### src/rtl/serial_alu_responder_if.sv
// Request/response bundle between the control unit (master) and the serial ALU (slave).
// The register file drives the operand lines on the master side.
interface serial_alu_responder_if #(
    parameter int WIDTH = 16
);
    logic             alu_start;
    logic             alu_op;
    logic             immediate;
    logic [WIDTH-1:0] rs1_data;
    logic [WIDTH-1:0] rs2_data;
    logic [WIDTH-1:0] sgnext_imm;
    logic [WIDTH-1:0] alu_result;
    logic             alu_done;
    logic             alu_busy;
    logic             flag_z;
    logic             flag_c;
    logic             flag_v;

    modport master (
        output alu_start, alu_op, immediate, rs1_data, rs2_data, sgnext_imm,
        input  alu_result, alu_done, alu_busy, flag_z, flag_c, flag_v
    );

    modport slave (
        input  alu_start, alu_op, immediate, rs1_data, rs2_data, sgnext_imm,
        output alu_result, alu_done, alu_busy, flag_z, flag_c, flag_v
    );
endinterface

### src/rtl/serial_alu_responder.sv
// Digit-serial add/sub ALU with a four-phase alu_start/alu_done handshake.
// Operands are latched at the request, then DIGIT bits are summed per cycle, LSB first.
module serial_alu_responder #(
    parameter int WIDTH = 16,
    parameter int DIGIT = 4
) (
    input  logic                  clk,
    input  logic                  reset,
    serial_alu_responder_if.slave bus
);
    localparam int N  = WIDTH / DIGIT;
    localparam int CW = (N > 1) ? $clog2(N) : 1;

    typedef enum logic [1:0] {
        IDLE,
        BUSY,
        DONE
    } state_t;

    state_t           state_q, state_d;
    logic [CW-1:0]    count_q, count_d;
    logic [WIDTH-1:0] a_q, a_d;
    logic [WIDTH-1:0] b_q, b_d;
    logic [WIDTH-1:0] sum_q, sum_d;
    logic [WIDTH-1:0] result_q, result_d;
    logic             carry_q, carry_d;
    logic             a_msb_q, a_msb_d;
    logic             b_msb_q, b_msb_d;
    logic             done_q, done_d;
    logic             busy_q, busy_d;
    logic             flag_z_q, flag_z_d;
    logic             flag_c_q, flag_c_d;
    logic             flag_v_q, flag_v_d;

    logic [WIDTH-1:0] b_sel;
    logic [WIDTH-1:0] b_eff;
    logic [DIGIT:0]   slice_sum;

    always_comb begin
        state_d   = state_q;
        count_d   = count_q;
        a_d       = a_q;
        b_d       = b_q;
        sum_d     = sum_q;
        result_d  = result_q;
        carry_d   = carry_q;
        a_msb_d   = a_msb_q;
        b_msb_d   = b_msb_q;
        done_d    = done_q;
        busy_d    = busy_q;
        flag_z_d  = flag_z_q;
        flag_c_d  = flag_c_q;
        flag_v_d  = flag_v_q;

        b_sel     = bus.immediate ? bus.sgnext_imm : bus.rs2_data;
        b_eff     = bus.alu_op ? ~b_sel : b_sel;
        slice_sum = {1'b0, a_q[DIGIT-1:0]} + {1'b0, b_q[DIGIT-1:0]} + {{DIGIT{1'b0}}, carry_q};

        case (state_q)
            IDLE: begin
                if (bus.alu_start) begin
                    a_d     = bus.rs1_data;
                    b_d     = b_eff;
                    a_msb_d = bus.rs1_data[WIDTH-1];
                    b_msb_d = b_eff[WIDTH-1];
                    carry_d = bus.alu_op;
                    count_d = '0;
                    sum_d   = '0;
                    busy_d  = 1'b1;
                    state_d = BUSY;
                end
            end
            BUSY: begin
                // Operands shift down so the active slice is always at bit 0; sums enter at the top.
                a_d     = a_q >> DIGIT;
                b_d     = b_q >> DIGIT;
                sum_d   = (sum_q >> DIGIT) | (WIDTH'(slice_sum[DIGIT-1:0]) << (WIDTH - DIGIT));
                carry_d = slice_sum[DIGIT];
                count_d = count_q + CW'(1);
                if (count_q == CW'(N - 1)) begin
                    result_d = sum_d;
                    flag_c_d = slice_sum[DIGIT];
                    flag_v_d = (a_msb_q == b_msb_q) && (sum_d[WIDTH-1] != a_msb_q);
                    flag_z_d = (sum_d == '0);
                    done_d   = 1'b1;
                    busy_d   = 1'b0;
                    count_d  = '0;
                    state_d  = DONE;
                end
            end
            DONE: begin
                if (!bus.alu_start) begin
                    done_d  = 1'b0;
                    state_d = IDLE;
                end
            end
            default: begin
                state_d = IDLE;
            end
        endcase
    end

    always_ff @(posedge clk or posedge reset) begin
        if (reset) begin
            state_q  <= IDLE;
            count_q  <= '0;
            a_q      <= '0;
            b_q      <= '0;
            sum_q    <= '0;
            result_q <= '0;
            carry_q  <= 1'b0;
            a_msb_q  <= 1'b0;
            b_msb_q  <= 1'b0;
            done_q   <= 1'b0;
            busy_q   <= 1'b0;
            flag_z_q <= 1'b0;
            flag_c_q <= 1'b0;
            flag_v_q <= 1'b0;
        end else begin
            state_q  <= state_d;
            count_q  <= count_d;
            a_q      <= a_d;
            b_q      <= b_d;
            sum_q    <= sum_d;
            result_q <= result_d;
            carry_q  <= carry_d;
            a_msb_q  <= a_msb_d;
            b_msb_q  <= b_msb_d;
            done_q   <= done_d;
            busy_q   <= busy_d;
            flag_z_q <= flag_z_d;
            flag_c_q <= flag_c_d;
            flag_v_q <= flag_v_d;
        end
    end

    assign bus.alu_result = result_q;
    assign bus.alu_done   = done_q;
    assign bus.alu_busy   = busy_q;
    assign bus.flag_z     = flag_z_q;
    assign bus.flag_c     = flag_c_q;
    assign bus.flag_v     = flag_v_q;
endmodule

### src/flat_wrapper.sv
// flat-port wrapper written by rule: the top's interface ports become plain ports
module serial_alu_responder_flat 
#(
    parameter int WIDTH = 16,
    parameter int DIGIT = 4
)
  (clk, reset, bus_alu_start, bus_alu_op, bus_immediate, bus_rs1_data, bus_rs2_data, bus_sgnext_imm, bus_alu_result, bus_alu_done, bus_alu_busy, bus_flag_z, bus_flag_c, bus_flag_v);
  serial_alu_responder_if #(.WIDTH(WIDTH)) bus_i ();
  input  logic clk;
  input  logic reset;
  input wire logic [$bits(bus_i.alu_start)-1:0] bus_alu_start;
  input wire logic [$bits(bus_i.alu_op)-1:0] bus_alu_op;
  input wire logic [$bits(bus_i.immediate)-1:0] bus_immediate;
  input wire logic [$bits(bus_i.rs1_data)-1:0] bus_rs1_data;
  input wire logic [$bits(bus_i.rs2_data)-1:0] bus_rs2_data;
  input wire logic [$bits(bus_i.sgnext_imm)-1:0] bus_sgnext_imm;
  output wire logic [$bits(bus_i.alu_result)-1:0] bus_alu_result;
  output wire logic [$bits(bus_i.alu_done)-1:0] bus_alu_done;
  output wire logic [$bits(bus_i.alu_busy)-1:0] bus_alu_busy;
  output wire logic [$bits(bus_i.flag_z)-1:0] bus_flag_z;
  output wire logic [$bits(bus_i.flag_c)-1:0] bus_flag_c;
  output wire logic [$bits(bus_i.flag_v)-1:0] bus_flag_v;
  assign bus_i.alu_start = bus_alu_start;
  assign bus_i.alu_op = bus_alu_op;
  assign bus_i.immediate = bus_immediate;
  assign bus_i.rs1_data = bus_rs1_data;
  assign bus_i.rs2_data = bus_rs2_data;
  assign bus_i.sgnext_imm = bus_sgnext_imm;
  assign bus_alu_result = bus_i.alu_result;
  assign bus_alu_done = bus_i.alu_done;
  assign bus_alu_busy = bus_i.alu_busy;
  assign bus_flag_z = bus_i.flag_z;
  assign bus_flag_c = bus_i.flag_c;
  assign bus_flag_v = bus_i.flag_v;
  serial_alu_responder #(.WIDTH(WIDTH), .DIGIT(DIGIT)) u_core (.clk(clk), .reset(reset), .bus(bus_i));
endmodule
### config.mk
export PLATFORM = sky130hd
export DESIGN_NAME = serial_alu_responder_flat
export DESIGN_NICKNAME = d
export VERILOG_FILES = /design/src/rtl/serial_alu_responder_if.sv /design/src/rtl/serial_alu_responder.sv /design/src/flat_wrapper.sv
export SDC_FILE = /design/constraint.sdc
export NUM_CORES = 1
export LEC_CHECK = 0
export CAP_MARGIN = 0
export CORE_MARGIN = 2
export CORE_UTILIZATION = 45
export DETAILED_ROUTE_END_ITERATION = 8
export PLACE_DENSITY_LB_ADDON = 0.05
export SLEW_MARGIN = 5
export SYNTH_ARGS = -nofsm -noshare
export SYNTH_HDL_FRONTEND = slang
export SYNTH_SLANG_ARGS = --single-unit
### constraint.sdc
create_clock -name clk -period 2.8 [get_ports clk]
set_input_delay 0.56 -clock clk [delete_from_list [all_inputs] [get_ports clk]]
set_output_delay 0.56 -clock clk [all_outputs]
set_load 0.03 [all_outputs]
# After elaboration in Yosys (flattened, before gate mapping)
# Index checks and enable logic that the tools add are counted.
[word_totals]
ff_bits = 76
latch_bits = 0
ram_bits = 0
mem_bits_ro = 0
output_inout_bits = 21
n_memories = 0
[op_classes]
addsub = 3
multipliers = 0
div = 0
order_cmp = 0
n_eq_ne = 8
n_shift = 0
n_mux = 23
n_bitwise = 2
n_reduce_logical = 11
[ops]
columns = ["cell", "n"]
rows = [
  ["$pmux W16 S2", 3],
  ["$mux W16", 5],
  ["$logic_not A16 Y1", 1],
  ["$not A16 Y16", 1],
  ["$or A12 B16 Y16", 1],
  ["$mux W2", 5],
  ["$reduce_and A3 Y1", 3],
  ["$pmux W1 S2", 3],
  ["$pmux W2 S3", 1],
  ["$reduce_and A2 Y1", 3],
  ["$add A4 B4 Y5", 1],
  ["$add A5 B1 Y5", 1],
  ["$mux W1", 5],
  ["$eq A2 B2 Y1 const B", 2],
  ["$ne A2 B2 Y1 const B", 2],
  ["$pmux W2 S2", 1],
  ["$reduce_bool A2 Y1", 2],
  ["$add A2 B1 Y2 const B", 1],
  ["$eq A2 B1 Y1 const B", 1],
  ["$logic_not A2 Y1", 1],
  ["$ne A2 B1 Y1 const B", 1],
  ["$eq A1 B1 Y1", 1],
  ["$logic_and A1 B1 Y1", 1],
  ["$ne A1 B1 Y1", 1],
]

# Longest topological paths before layout
# Gate-level depths: netlist of run 1.
[depth]
word_depth = 5
mapped_depth = 8

# Least setup slack after synthesis of run 1
# OpenSTA, ideal clock, no wires.
[synth_path]
path_type = "register -> register"
from = "register u_core.carry_q"
to = "register u_core.flag_z_q (netlist: u_core.bus.flag_z)"
setup_ns = 0.092
t_arrival_ns = 1.867
required_time_ns = 2.708
setup_slack_ns = 0.841
stages_incl_launch_ff = 8
path_buffers = 0
cell_sequence = "dfrtp_1 -> inv_1 -> fa_1 -> inv_1 -> fa_1 -> nor4b_1 -> nand4_1 -> o31ai_2"
[synth_via]
elab_chain_len = 3
[synth_rtl]
columns = ["element", "line", "source"]
rows = [
  ["from (decl)", "serial_alu_responder.sv:26", "logic carry_q, carry_d;"],
  ["from (signal assigned)", "serial_alu_responder.sv:126", "carry_q <= carry_d;"],
  ["$add A5 B1 Y5", "serial_alu_responder.sv:57", "slice_sum = {1'b0, a_q[DIGIT-1:0]} + {1'b0, b_q[DIGIT-1:0]} + {{DIGIT{1'b0}}, carry_q};"],
  ["net u_core.slice_sum[1]", "serial_alu_responder.sv:37", "logic [DIGIT:0] slice_sum;"],
  ["$or A12 B16 Y16", "serial_alu_responder.sv:77", "sum_d = (sum_q >> DIGIT) | (WIDTH'(slice_sum[DIGIT-1:0]) << (WIDTH - DIGIT));"],
  ["$logic_not A16 Y1", "serial_alu_responder.sv:84", "flag_z_d = (sum_d == '0);"],
  ["to (signal assigned)", "serial_alu_responder.sv:131", "flag_z_q <= flag_z_d;"],
  ["to (decl)", "serial_alu_responder.sv:31", "logic flag_z_q, flag_z_d;"],
]
# The timed path passes the listed nets, and every way through them passes these cells.
# A chain may end at the register's enable or synchronous reset.

# Worst setup path after layout of run 1
# Same ends and word-level chain as after synthesis.

==> impl_results.md, run 1 <==
- Initial Util: 47.0%
- Crit end category: flip-flop
- Worst-Skew Late Latency: between 0.3 and 0.4 ns
- Logic pwr share: 44.3%
- Setup slack at placement: between 0.6 and 0.7 ns
- Setup TNS: 0 ns
- DRT antenna net count: 0
- Post-DP HPWL: roughly 5 mm
- Die area: ~0.0084 mm²
- Compound-Gate Fraction of Synth Area: a little under a tenth
- Clock network power share: about a fifth
- VDD IR max: roughly 0.37 mV
- Rel. slew slack: a little over a third
- Share of the synthesized area in the top cell type: 52.0%
- Synth top cells by count: dfrtp_1 (72), nand2_1 (72), mux2i_1 (28), o21ai_0 (23), nor2_1 (16)
- Post-placement cell count: roughly 490
- Largest net degree at the start of global routing: 44
- GRT Util Overall: 17.8%
- WL/cell: 13.4 µm
- Share of synthesized registers carrying an async set or reset: 100%
- Flops & latches, synth: 72
- Fraction of the mapped netlist area in simple logic gates: between 10% and 20%
- Maximum capacitance violations: 0
- Drt initial violations: just over 80
- Reg power frac: approximately 35%
- Ys flop type: dfrtp_1
- Tightest Pin Transition: 0.956 ns
- Synth area leader: dfrtp_1
- DRC viols: 0
- Pins Over Slew Limit: 0
- Tightest Hold Check Type: flip-flop to flip-flop
- Initial antenna violation count: 0
- Worst clock skew: ~0.013 ns
- Area delta synth->final: 31.5%
- WL final: between 6 and 7 mm
- Syn Inst Count: 334
- Clock Tree Buf Depth: 2
- RSZ-0062 raised after global routing: no
- Setup violators final: 0
- Leakage power: roughly 2.1 nW
- Min Tclk post-route: 2.15 ns
- Critical Path RT: about 3.1 ns
- XOR/XNOR Fraction of Synth Area: 4.30%
- Via Count: ~2600
- Vias/cell: about 5.0
- Post-synthesis sequential area ratio: between 50% and 60%
- Fin worst setup slack: around 0.65 ns
- Die width: between 90 and 100 µm
- Mapped cell area: roughly 0.0035 mm²
- FILL cells: 628
- YS warnings: 0
- Drt pass-1 iters: 4
- Worst setup path class: flip-flop to flip-flop
- Total CTS buffers: 9
- Die H: 91.7 µm
- Post-Syn Nets: between 300 and 400
- H-tree Lvls: 3
- Gpl congestion: a little over 0.8
- Post-synthesis cell type count: between 40 and 50
- Root buf cell: clkbuf_8
- GRT overflow: 0
- Sw frac: 38.2%
- Hold_ws: roughly 0.48 ns
- Post-synth EDFFs: 0
- Area contributors post-synth: dfrtp_1 (52%), mux2i_1 (8.1%), nand2_1 (7.8%)
- Vias in the first global route: approximately 2500
- Post-CTS sizing: 0
- I/O pins: 74
- First-pass GRT wire length: 11.8 mm
- Storage element area: 0.00180 mm²
- Post-CTS Setup Inserts: 0
- Clk slew on worst S/H paths: approximately 0.07 ns
- F_max: ~460 MHz
- Pwr/cell area: between 1000 and 1500 mW/mm²
- Mux cell area share after synthesis: about 13%
- Design internal power: 3.20 mW
- TritonCTS Sinks: 72
- Footprint of the multi-input gates: 0.00153 mm²
- Critical path data arrival time: about 2.4 ns
- Synthesized area per cell: roughly 10 µm²
- CTS tree: built
- Synth Area in Adders: about 2.6%
- Final Hold Fails: 0
- NumNets Final: 464
- Period utilization: between 70% and 80%
- Largest family of logic cells by synthesized area: simple AND/OR/NAND/NOR gates
- CTS Hold Bufs: 0
- Diode count: 0
- Row count: 31
- Crit-path max FO: 3
- Port buffer count: 73
- Startpoint Class: flip-flop
- Layout Cells excl Fill: slightly above 500
- Switch Pwr: a little under 2 mW
- Share of layout cells above drive strength 1: ~11%
- Core area: between 0.007 and 0.008 mm²
- Status: finished clean
## cells by family after synthesis
family,count (synthesis)
flip-flops,72
adder cells (fa/ha/maj),6
AO/OA/AOI/OAI,52
AND/OR/NAND/NOR,118
multiplexers,42
XOR/XNOR,17
buffers and inverters,27
## metal layers
metal	part of all wire (%)	wire, µm	vias to the layer above	global-route usage [%]
met3	3.8	259	10	3.29
met2	47	3200	58	29.0
met4	1.6	111	0	6.72
met1	48	3270	1218	23.8
met5	0	0	-	0
li1	-	-	1278	-
## worst max-delay path, stage by stage (launching register included)
cell and delay [ns]:
dfrtp_1 0.35, inv_1 0.06, fa_1 0.43, inv_1 0.09
fa_1 0.42, nor4b_1 0.33, nand4_1 0.17, o31ai_2 0.21
## power groups by stage
stage	sequential (mW)	clock, mW	combinational [mW]
3_3_place_gp	1.85	0	2.28
6_report	1.84	1.05	2.30
4_1_cts	1.84	1.07	2.33
3_5_place_dp	1.86	0	2.33
2_1_floorplan	2.02	0	1.45
5_1_grt	1.91	1.12	2.57
## stage by stage
stage / power [mW] / utilization (%) / area [µm²]
after floorplan: 3.47 / - / 3460
after global placement: 4.13 / 58.2 / 4290
after detailed placement: 4.19 / 58.2 / 4290
after CTS: 5.24 / 61.8 / 4550
after global routing: 5.60 / 61.8 / 4550
final: 5.18 / 61.8 / 4550
## final cells by class
class	instances	share of cell area [%]
Multi-Input combinational cell	235	33.7
Clock inverter	4	2.17
Inverter	5	0.412
Timing Repair Buffer	82	17.8
Clock buffer	12	3.63
Sequential cell	72	39.6
Tap cell	99	2.72
## worst paths after layout
kind / from / slack, ns / endpoint / cells after the start
max: u_core.carry_q$_DFFE_PP0P_ / 0.65 / u_core.bus.flag_z$_DFFE_PP0P_ / 7
min: u_core.bus.flag_c$_DFFE_PP0P_ / 0.48 / u_core.bus.flag_c$_DFFE_PP0P_ / 2
max reg2reg: u_core.carry_q$_DFFE_PP0P_ / 0.65 / u_core.bus.flag_z$_DFFE_PP0P_ / 7
min reg2reg: u_core.bus.flag_c$_DFFE_PP0P_ / 0.48 / u_core.bus.flag_c$_DFFE_PP0P_ / 2
max in group asynchronous: reset / 1.60 / u_core.b_q[8]$_DFFE_PP0P_ / 3
min in group asynchronous: reset / 0.60 / u_core.sum_q[10]$_DFFE_PP0P_ / 2
## sequential cells by signal, summed over array words and instances (netlist names), 2 cells and up
name,flops
u_core.a_q,16
u_core.count_q,2
u_core.bus.alu_result,16
u_core.sum_q,12
u_core.b_q,16
u_core.state_q,2
## cells in the final DEF, fill, tap and decap left out, types with 2 or more instances in the layout
cell type | netlist | layout
a21o_1 | 2 | 2
a21oi_1 | 4 | 4
a22o_1 | 4 | 4
a31oi_1 | 12 | 12
buf_4 | 4 | 8
bufinv_16 | 0 | 3
clkbuf_8 | 0 | 12
clkdlybuf4s50_1 | 0 | 73
dfrtp_1 | 72 | 72
fa_1 | 2 | 2
ha_1 | 4 | 4
inv_1 | 5 | 4
mux2_2 | 11 | 11
mux2_4 | 3 | 3
mux2i_1 | 28 | 28
nand2_1 | 72 | 72
nand3_1 | 15 | 15
nand3b_1 | 2 | 2
nor2_1 | 16 | 16
nor4_1 | 2 | 2
o21ai_0 | 23 | 23
xnor2_1 | 14 | 14
xor2_1 | 3 | 3
Note: power is estimated with default switching activity, not from simulation.
==> inputs of run 2 (changes only) <==
==> constraint.sdc (replaced) <==
create_clock -name clk -period 1.8 [get_ports clk]
set_input_delay 0.36 -clock clk [delete_from_list [all_inputs] [get_ports clk]]
set_output_delay 0.36 -clock clk [all_outputs]
set_load 0.03 [all_outputs]
==> run 2 against run 1 <==
  * The flow now finishes with violations (setup timing)
  * Combinational power rose by 72%
  * Critical path type unchanged
  * First-iteration DRC count fell by 22%
  * Register-to-register slack got worse by 0.78 ns
  * Global-route usage rose by 0.080 points
  * Via count rose by 1.6%
  * Worst hold slack got worse by 0.014 ns
  * Critical path depth did not move
==> impl_results.md, run 2 (synthesis results as in run 1) <==
- Drt pass-1 iters: 4 (unchanged)
- H-tree Lvls: 3 (unchanged)
- Port buffer count: 73 (unchanged)
- VDD IR max: 0.703 mV (+90%)
- R2R setup slack: -0.13 ns (-0.78 ns)
- GRT Util Overall: 17.9% (+0.080 points)
- Reg2reg start: u_core.a_q[0]$_DFFE_PP0P_
- FILL cells: 599 (-4.6%)
- Root buf cell: clkbuf_8
- Critical path data arrival time: 2.19 ns (-0.21 ns)
- Fin worst setup slack: -0.132 ns (-0.780 ns)
- CTS Hold Bufs: 0 (unchanged)
- DRT antenna net count: 0 (unchanged)
- Leakage power: 2.20 nW (+5.1%)
- Tightest Pin Transition: 0.380 ns (-0.575 ns)
- Startpoint Class: flip-flop
- Pwr/cell area: 1780 mW/mm² (+57%)
- Largest net degree at the start of global routing: 73 (+66%)
- Worst-Skew Late Latency: 0.35 ns (about the same)
- First-pass GRT wire length: 11.9 mm (+0.58%)
- Worst r2r path cells: 7 (unchanged)
- Maximum capacitance violations: 0 (unchanged)
- Layout Cells excl Fill: 522 (+2.6%)
- TritonCTS Sinks: 72 (unchanged)
- Crit-path max FO: 3 (unchanged)
- Critical Path RT: 2.06 ns (-0.99 ns)
- Most frequent cells in the layout: nand2_1 (72), dfrtp_1 (72), clkdlybuf4s50_1 (70)
- I/O pins: 74 (unchanged)
- Clk slew on worst S/H paths: 0.08 ns (about the same)
- Post-placement cell count: 504 (+2.2%)
- Reg2reg end: u_core.bus.flag_z$_DFFE_PP0P_
- DRC viols: 0 (unchanged)
- Hold_ws: 0.465 ns (-0.0143 ns)
- Crit end category: flip-flop
- Vias in the first global route: 2517 (+1.3%)
- Diode count: 0 (unchanged)
- Vias/cell: 4.99 (-0.93%)
- Core area: 0.00737 mm² (unchanged)
- GRT overflow: 0 (unchanged)
- Finished Core Util: 63.9% (+2.2 points)
- Final Hold Fails: 0 (unchanged)
- Slowest stage delay, CP: 0.45 ns (+0.02 ns)
- Storage element area: 0.00180 mm² (unchanged)
- Gpl congestion: 0.782 (-4.5%)
- Die H: 91.7 µm (unchanged)
- Tightest Hold Check Type: input pin to async pin
- WL/cell: 13.3 µm (-1.3%)
- Rel. slew slack: 74.6% (+38 points)
- Area delta synth->final: 36.1%
- WL final: 6.92 mm (+1.2%)
- Share of layout cells above drive strength 1: 16.3% (+5.1 points)
- CTS tree: built
- Slowest stage cell on the critical path: fa_2
- RSZ-0062 raised after global routing: yes
- Worst setup path class: flip-flop to flip-flop
- Setup slack at placement: -0.105 ns (-0.787 ns)
- NumNets Final: 477 (+2.8%)
- F_max: 517 MHz (+11%)
- Die width: 91.7 µm (unchanged)
- Pins Over Slew Limit: 0 (unchanged)
- Status: finished, violations left
- Row count: 31 (unchanged)
- Die area: 0.00841 mm² (unchanged)
- Critical path, cell by cell: inv_2 > fa_2 > inv_2 > fa_2 > nor4b_2 > nand4_1 > o31ai_2
- Violated checks: setup timing
- Drt initial violations: 64 (-22%)
- Tot Pwr: 8.40 mW (+62%)
- Period utilization: 107% (+30 points)
- Post-DP HPWL: 4.81 mm (-2.3%)
- Min Tclk post-route: 1.93 ns (-0.220 ns)
- Worst clock skew: 0.00974 ns (-0.00321 ns)
- Initial Util: 47.0% (unchanged)
- Footprint of the multi-input gates: 0.00156 mm² (+1.5%)
- Initial antenna violation count: 0 (unchanged)
- Clock Tree Buf Depth: 2 (unchanged)
- Setup violators final: 2 (+2)
- Via Count: 2605 (+1.6%)
- Total CTS buffers: 9 (unchanged)
[run 2: changes by cell type in the layout (fill, tap and decap cells not counted), sizes merged]
cell and change:
buf +13, clkbuf -2, clkdlybuf4s50 -3, clkinv +2, clkinvlp +1, dlymetal6s2s +3
inv -1
[run 2: stage by stage]
stage	setup TNS [ns]	instance area [µm²]
global route	-0.370	4710
detailed placement	-0.164	4420
floorplan	-0.00402	3480
CTS	-0.129	4680
global placement	-0.0454	4420
finish	-0.218	4710
[run 2: report_power, final]
part	switching (mW)	internal [mW]	leakage (nW)
Clock	0.626	0.965	0.127
Sequential	0.503	2.36	0.896
Combinational	2.08	1.86	1.18
Total	3.21	5.19	2.20
[run 2: layer usage]
| layer | vias up | global-route usage [%] | part of all wire [%] |
|---|---|---|---|
| li1 | 1307 | - | - |
| met1 | 1219 | 23.6 | 46 |
| met2 | 67 | 28.4 | 47 |
| met3 | 12 | 4.85 | 4.4 |
| met4 | 0 | 6.59 | 1.9 |
| met5 | - | 0 | 0 |
[run 2: critical path, delay by kind of cell (launching register included)]
kind | cells | cell delay (ns)
adder cells (fa/ha/maj) | 2 | 0.84
AND/OR/NAND/NOR | 2 | 0.36
AO/OA/AOI/OAI | 1 | 0.19
buffers and inverters | 2 | 0.11
flip-flops | 1 | 0.35
[run 2: layout make-up]
class	instances	share of cell area, %
clock buffers	10	2.92
clock inverters	6	2.47
inverters	5	0.478
multi-input cells	235	33.0
flip-flops and latches	72	38.2
well taps	99	2.63
repair buffers	95	20.2
[run 2: worst max-delay path by stage]
stage          cells past startpoint  slack [ns]                            end                       from
4_1_cts                            7       -0.13  u_core.bus.flag_z$_DFFE_PP0P_  u_core.a_q[0]$_DFFE_PP0P_
6_report                           7       -0.13  u_core.bus.flag_z$_DFFE_PP0P_  u_core.a_q[0]$_DFFE_PP0P_
5_1_grt                            7       -0.21  u_core.bus.flag_z$_DFFE_PP0P_  u_core.a_q[0]$_DFFE_PP0P_
3_5_place_dp                       7       -0.10  u_core.bus.flag_z$_DFFE_PP0P_  u_core.a_q[0]$_DFFE_PP0P_
3_3_place_gp                       7       -0.04  u_core.bus.flag_z$_DFFE_PP0P_  u_core.a_q[0]$_DFFE_PP0P_
2_1_floorplan                      7      -0.004  u_core.bus.flag_z$_DFFE_PP0P_  u_core.a_q[0]$_DFFE_PP0P_
[run 2: repair_timing]
action | CTS | global route
buffers inserted | 0 | 2
resized for setup | 3 | 7
pin swaps | 0 | 5
setup endpoints to repair | 4 | 8
